[config.mk]
export PLATFORM = sky130hd
export DESIGN_NAME = pipe_ctrl
export DESIGN_NICKNAME = d
export VERILOG_FILES = /design/src/rtl/pipe_ctrl_pkg.sv /design/src/rtl/pipe_ctrl_hazard_detect.sv /design/src/rtl/pipe_ctrl.sv
export SDC_FILE = /design/constraint.sdc
export NUM_CORES = 1
export LEC_CHECK = 0
export ABC_AREA = 0
export CAP_MARGIN = 20
export CORE_ASPECT_RATIO = 1.4
export CORE_MARGIN = 4
export CORE_UTILIZATION = 38
export CTS_CLUSTER_SIZE = 14
export DETAILED_ROUTE_END_ITERATION = 7
export PLACE_DENSITY_LB_ADDON = 0.2
export SETUP_SLACK_MARGIN = 0.1
export SLEW_MARGIN = 25
export SYNTH_ARGS = -nofsm -noshare
export SYNTH_HDL_FRONTEND = slang
export SYNTH_SLANG_ARGS = --single-unit
[constraint.sdc]
create_clock -name clk -period 2.1 [get_ports clk]
set_input_delay 0.21 -clock clk [delete_from_list [all_inputs] [get_ports clk]]
set_output_delay 0.21 -clock clk [all_outputs]
set_load 0.01 [all_outputs]
[src/rtl/pipe_ctrl_pkg.sv]
// Shared pipeline-control constants: FSM encoding, cp0bubble and md_start codes,
// mult/div latencies and the bundle of front-end control strobes.
package pipe_ctrl_pkg;

  localparam logic [1:0] ST_IDLE    = 2'd0;
  localparam logic [1:0] ST_MD_BUSY = 2'd1;
  localparam logic [1:0] ST_EXC1    = 2'd2;
  localparam logic [1:0] ST_EXC2    = 2'd3;

  localparam logic [1:0] CP0_RUN    = 2'd0;
  localparam logic [1:0] CP0_FLUSH  = 2'd1;
  localparam logic [1:0] CP0_FREEZE = 2'd2;

  localparam logic [1:0] MD_NONE = 2'd0;
  localparam logic [1:0] MD_MULT = 2'd1;
  localparam logic [1:0] MD_DIV  = 2'd2;
  localparam logic [1:0] MD_RSVD = 2'd3;

  localparam logic [1:0] MEMTOREG_LOAD = 2'd1;

  localparam int MULT_CYC = 4;
  localparam int DIV_CYC  = 32;

  typedef struct packed {
    logic       pc_stall;
    logic       ifid_stall;
    logic       ifid_flush;
    logic       idex_bubble;
    logic [1:0] cp0bubble;
  } ctrl_t;

  // Counter preload: the counter runs down to zero, so it starts at latency-1.
  function automatic logic [4:0] md_load(input logic [1:0] start);
    case (start)
      MD_MULT: return 5'(MULT_CYC - 1);
      MD_DIV:  return 5'(DIV_CYC - 1);
      default: return 5'd0;
    endcase
  endfunction

endpackage

[src/rtl/pipe_ctrl_hazard_detect.sv]
// Combinational load-use detector: the ID instruction reads a register that the
// load currently in EX has not yet fetched from memory.
module hazard_detect
  import pipe_ctrl_pkg::*;
(
  input  logic [4:0] id_rs,
  input  logic [4:0] id_rt,
  input  logic       id_uses_rs,
  input  logic       id_uses_rt,
  input  logic [4:0] ex_rw,
  input  logic       ex_regWr,
  input  logic [1:0] ex_memtoreg,
  output logic       load_use
);

  logic rs_hit;
  logic rt_hit;

  // Register $0 is never a real dependency, so ex_rw==0 is excluded.
  always_comb begin
    rs_hit   = id_uses_rs && (id_rs == ex_rw);
    rt_hit   = id_uses_rt && (id_rt == ex_rw);
    load_use = (ex_memtoreg == MEMTOREG_LOAD) && ex_regWr && (ex_rw != 5'd0)
               && (rs_hit || rt_hit);
  end

endmodule

[src/rtl/pipe_ctrl.sv]
// Pipeline control: load-use stall, multi-cycle mult/div busy tracking and the
// two-cycle CP0 exception flush sequence.
module pipe_ctrl
  import pipe_ctrl_pkg::*;
(
  input  logic       clk,
  input  logic       rst,
  input  logic [4:0] id_rs,
  input  logic [4:0] id_rt,
  input  logic       id_uses_rs,
  input  logic       id_uses_rt,
  input  logic       id_md_op,
  input  logic       id_hilo_rd,
  input  logic [4:0] ex_rw,
  input  logic       ex_regWr,
  input  logic [1:0] ex_memtoreg,
  input  logic [1:0] ex_md_start,
  input  logic       exc_req,
  output logic       pc_stall,
  output logic       ifid_stall,
  output logic       ifid_flush,
  output logic       idex_bubble,
  output logic [1:0] cp0bubble,
  output logic       md_busy,
  output logic       md_done,
  output logic [4:0] md_cnt
);

  logic [1:0] state;
  logic [1:0] state_next;
  logic [4:0] cnt;
  logic [4:0] cnt_next;
  logic       load_use;
  logic       in_busy;
  ctrl_t      ctrl;

  hazard_detect u_hazard (
    .id_rs       (id_rs),
    .id_rt       (id_rt),
    .id_uses_rs  (id_uses_rs),
    .id_uses_rt  (id_uses_rt),
    .ex_rw       (ex_rw),
    .ex_regWr    (ex_regWr),
    .ex_memtoreg (ex_memtoreg),
    .load_use    (load_use)
  );

  assign in_busy = (state == ST_MD_BUSY);

  // An exception always wins and abandons any mult/div in flight.
  always_comb begin
    state_next = state;
    cnt_next   = cnt;
    if (exc_req) begin
      state_next = ST_EXC1;
      cnt_next   = 5'd0;
    end else begin
      case (state)
        ST_IDLE: begin
          if (ex_md_start == MD_MULT || ex_md_start == MD_DIV) begin
            state_next = ST_MD_BUSY;
            cnt_next   = md_load(ex_md_start);
          end
        end
        ST_MD_BUSY: begin
          if (cnt == 5'd0) state_next = ST_IDLE;
          else             cnt_next   = cnt - 5'd1;
        end
        ST_EXC1: state_next = ST_EXC2;
        ST_EXC2: state_next = ST_IDLE;
        default: state_next = ST_IDLE;
      endcase
    end
  end

  always_ff @(posedge clk) begin
    if (rst) begin
      state <= ST_IDLE;
      cnt   <= 5'd0;
    end else begin
      state <= state_next;
      cnt   <= cnt_next;
    end
  end

  // The exc_req cycle itself only suppresses stalls; the flush happens in EXC1/EXC2.
  always_comb begin
    ctrl = '0;
    if (!rst) begin
      if (state == ST_EXC1) begin
        ctrl.cp0bubble   = CP0_FREEZE;
        ctrl.ifid_flush  = 1'b1;
        ctrl.idex_bubble = 1'b1;
      end else if (state == ST_EXC2) begin
        ctrl.cp0bubble   = CP0_FLUSH;
        ctrl.ifid_flush  = 1'b1;
        ctrl.idex_bubble = 1'b1;
      end else if (exc_req) begin
        ctrl = '0;
      end else if ((in_busy && (id_md_op || id_hilo_rd)) || load_use) begin
        ctrl.pc_stall    = 1'b1;
        ctrl.ifid_stall  = 1'b1;
        ctrl.idex_bubble = 1'b1;
      end
    end
  end

  assign pc_stall    = ctrl.pc_stall;
  assign ifid_stall  = ctrl.ifid_stall;
  assign ifid_flush  = ctrl.ifid_flush;
  assign idex_bubble = ctrl.idex_bubble;
  assign cp0bubble   = ctrl.cp0bubble;
  assign md_busy     = !rst && in_busy;
  assign md_done     = !rst && in_busy && (cnt == 5'd0) && !exc_req;
  assign md_cnt      = rst ? 5'd0 : cnt;

endmodule

==> metrics.cfg, run 1 <==
[critical_path]
r2r_start = cnt[0]$_SDFFE_PP0P_
worst_setup_path_start_kind = input port
critical_path_required_ns = 1.89
timing.critical_path.cells = clkdlybuf4s50_1, buf_4, nand2b_4, inv_1, and2_1, clkdlybuf4s50_1
reg2regPathDepth = 7
critPathMaxStageDelay_ns = 0.53
criticalPathCategory = in2out
crit_path_top_delay_cell = clkdlybuf4s50_1
reg2reg_setup_slack_ns = 0.28
cp_data_arrival_time_ns = 1.66
cp_most_frequent_cell = clkdlybuf4s50_1
regToRegEndpoint = cnt[4]$_SDFFE_PP0P_
path_max_fanout = 9
end_kind = output pin

[power]
static-leakage-power_uw = 0.0005339
net-switching-power_uw = 149.7
cellPowerDensity_mw_per_mm2 = 401.8
power.share.sequential_pct = 29.6
internal-power_uw = 349.1
total_power_uw = 498.8
switching_share_of_total_power_pct = 30.02
comb_power_share_pct = 46.1
share_clk_of_total_power_pct = 24.3
peakVddDrop_mv = 0.2014

[sta]
period_minus_slack_ns = 1.873
maxClockFrequency_mhz = 533.9
slew_viol_final = 0
grt_setup_unrepaired = no
timing.final.hold_violations = 0
post-route-period-util_pct = 89.19
skew_ns = 0.002946
max_slew_margin_pct = 77.52
final-setup-viol-count = 0
worstMarginPinSlew_ns = 0.3361
final.setup.tns_ns = 0

[synth]
syn-cell-area_um2 = 713.2
synth_area_leader_cell = dfxtp_1
synth-seq-area-share_pct = 19.65
synth_largest_type_area_fraction_pct = 19.65
synthesis.instances = 89
postSynthNetCount = 119
synth-warning-count = 0
synthDistinctLibCells = 37
synth_async_sr_flop_share_pct = 0
synth.ff_latch_count = 7
post_synth_edffs = 0
synth_top_cells_by_area = dfxtp_1 (20%), xor2_1 (9.8%), nor2_1 (5.8%)
postSynth.topFlopCell = dfxtp_1
synthesis.area_per_instance_um2 = 8.013

[drt]
drtAntennaViolNets = 0
detailroute.via_count = 845
detailed_route_vias_per_instance = 5.184
post-route-drc-count = 0
finalWirelength_mm = 2.008
routedWlPerCell_um = 12.32
tritonroute_pass_1_iters = 4
detail_route.iter0.violations = 28

[placement]
globalplace.congestion = 0.7908
place.detailed.hpwl_mm = 1.724
port_buffers = 39

[min_path]
hold_end = cnt[1]$_SDFFE_PP0P_
min_path_type = reg2reg
min_path_cells = 2
min-delay-start = cnt[1]$_SDFFE_PP0P_

[grt]
grt_first_pass_wirelength_mm = 3.381
antenna_found_initial = 0
grt_overflow = 0
pin_count_of_the_biggest_net_entering_global_routing = 11
vias_in_the_first_global_route = 871
grt_util_all_layers_pct = 16.87

[clock_network]
clk_pin_slew_ns = 0.05
clk_root_buffer_cell = clkbuf_4
clock_tree_from_tritoncts = built
tritoncts.num_buffers = 3
ctsHtreeMaxLevel = 1
clk-insertion-delay-late_ns = 0.25
number_of_sinks_driven_by_the_clock_tree = 7
holdBufCountCts = 0
post_cts_buffers = 0
ctsLongestPathBuffers = 2

[die]
die_w_um = 44.62
pin_count = 40
core_mm2 = 0.001779
die-area_mm2 = 0.002644
initial_core_utilization_pct = 40.08
floorplan.rows = 18
die_height_um = 59.26

[cells_and_area]
final_common_cell = clkdlybuf4s50_1
final_layout_size_suffix_gt1_share_pct = 20.28
register_area_um2 = 140.1
number_of_antenna_diodes = 0
most-common-layout-cells = clkdlybuf4s50_1 (34), buf_4 (16), nor2_1 (11)
filler_cell_count_in_the_final_layout = 163
final_net_count = 174
syn2layout_area_growth_pct = 74.04
multiInputGateArea_um2 = 534.3
postLayoutCoreUtil_pct = 69.76

[job]
max_cap_violations = 0

[run_status]
run_status = completed

-- critical path, delay by kind of cell --
family / cells / cell delay, ns
buffers and inverters: 4 / 1.17
and+or+nand+nor: 2 / 0.28
-- Yosys cell counts (3+ instances only) --
| cell type | instances |
|---|---|
| nor2_1 | 11 |
| o21ai_1 | 3 |
| dfxtp_1 | 7 |
| nand2_1 | 5 |
| xor2_1 | 8 |
| nor2b_1 | 5 |
| ha_1 | 3 |
| a21oi_1 | 4 |
| nor3_1 | 3 |
| inv_1 | 5 |
-- layer usage --
layer  wire length [um]  global-route usage, %  up-vias  share of wire (%)
met5                  0                      0        -                  0
met4                 31                  7.759        0                1.5
met3                134                  2.128        4                6.7
met2               1162                  33.26       42                 58
met1                679                  16.39      382                 34
li1                   -                      -      417                  -
-- flip-flops by register name, indices dropped and copies added (netlist names) --
name / count
cnt: 5
state: 2
-- what timing repair did --
item / in CTS / in global routing
pin swaps: 2 / 3
setup endpoints to repair: 4 / 4
cloned: 0 / 0
gates resized for setup: 9 / 7
endpoints found under the hold margin: 0 / 0
-- through the flow --
stage	setup WS [ns]	instances	cell area, um^2	hold WS, ns
detailed placement	-0.3007	159	1215	0.5253
finish	0.2270	163	1241	0.5353
CTS	0.05191	163	1234	0.5379
floorplan	0.4333	89	713.2	0.3538
global placement	-0.2138	159	1215	0.5244
global route	0.1325	163	1241	0.5922
-- area by class of cell --
cell class | count | share of cell area (%)
repair buffers | 55 | 40.02
clock buffers | 4 | 2.117
flip-flops and latches | 7 | 11.29
multi-input cells | 72 | 43.04
inverters | 5 | 1.512
well taps | 20 | 2.016
-- power groups by stage --
stage	combinational, uW	sequential (uW)	clock, uW
after floorplan	109	151	0
after global placement	224	150	0
after detailed placement	228	150	0
after CTS	228	148	127
after global routing	252	148	135
final	230	148	121
-- worst max-delay path by stage --
stage | slack, ns | endpoint | start | cells after the start
after global placement | -0.21 | ifid_stall | ex_rw[3] | 6
after CTS | 0.05 | ifid_stall | ex_rw[1] | 6
after global routing | 0.13 | ifid_stall | ex_rw[4] | 6
final | 0.23 | cp0bubble[0] | rst | 6
after floorplan | 0.43 | pc_stall | rst | 6
after detailed placement | -0.30 | ifid_stall | ex_rw[3] | 6
-- logic make-up after synthesis --
group           share of synthesized area [%]
flops                                   19.65
fa+ha+maj                               5.264
mux                                     4.386
simple gates                            32.11
buf+inv                                 7.368
xor+xnor                                12.28
compound gates                          18.95
(Power assumes the default switching activity.)
==> run 2, diff against run 1 <==
--- a/config.mk
+++ b/config.mk
@@ -10,8 +10,9 @@
 export CORE_ASPECT_RATIO = 1.4
 export CORE_MARGIN = 4
 export CORE_UTILIZATION = 38
-export CTS_CLUSTER_SIZE = 14
+export CTS_CLUSTER_SIZE = 20
 export DETAILED_ROUTE_END_ITERATION = 7
+export HOLD_SLACK_MARGIN = 0.08
 export PLACE_DENSITY_LB_ADDON = 0.2
 export SETUP_SLACK_MARGIN = 0.1
 export SLEW_MARGIN = 25
==> results of run 2 <==
The final DEF is identical to that of run 1; final timing and power are the same.
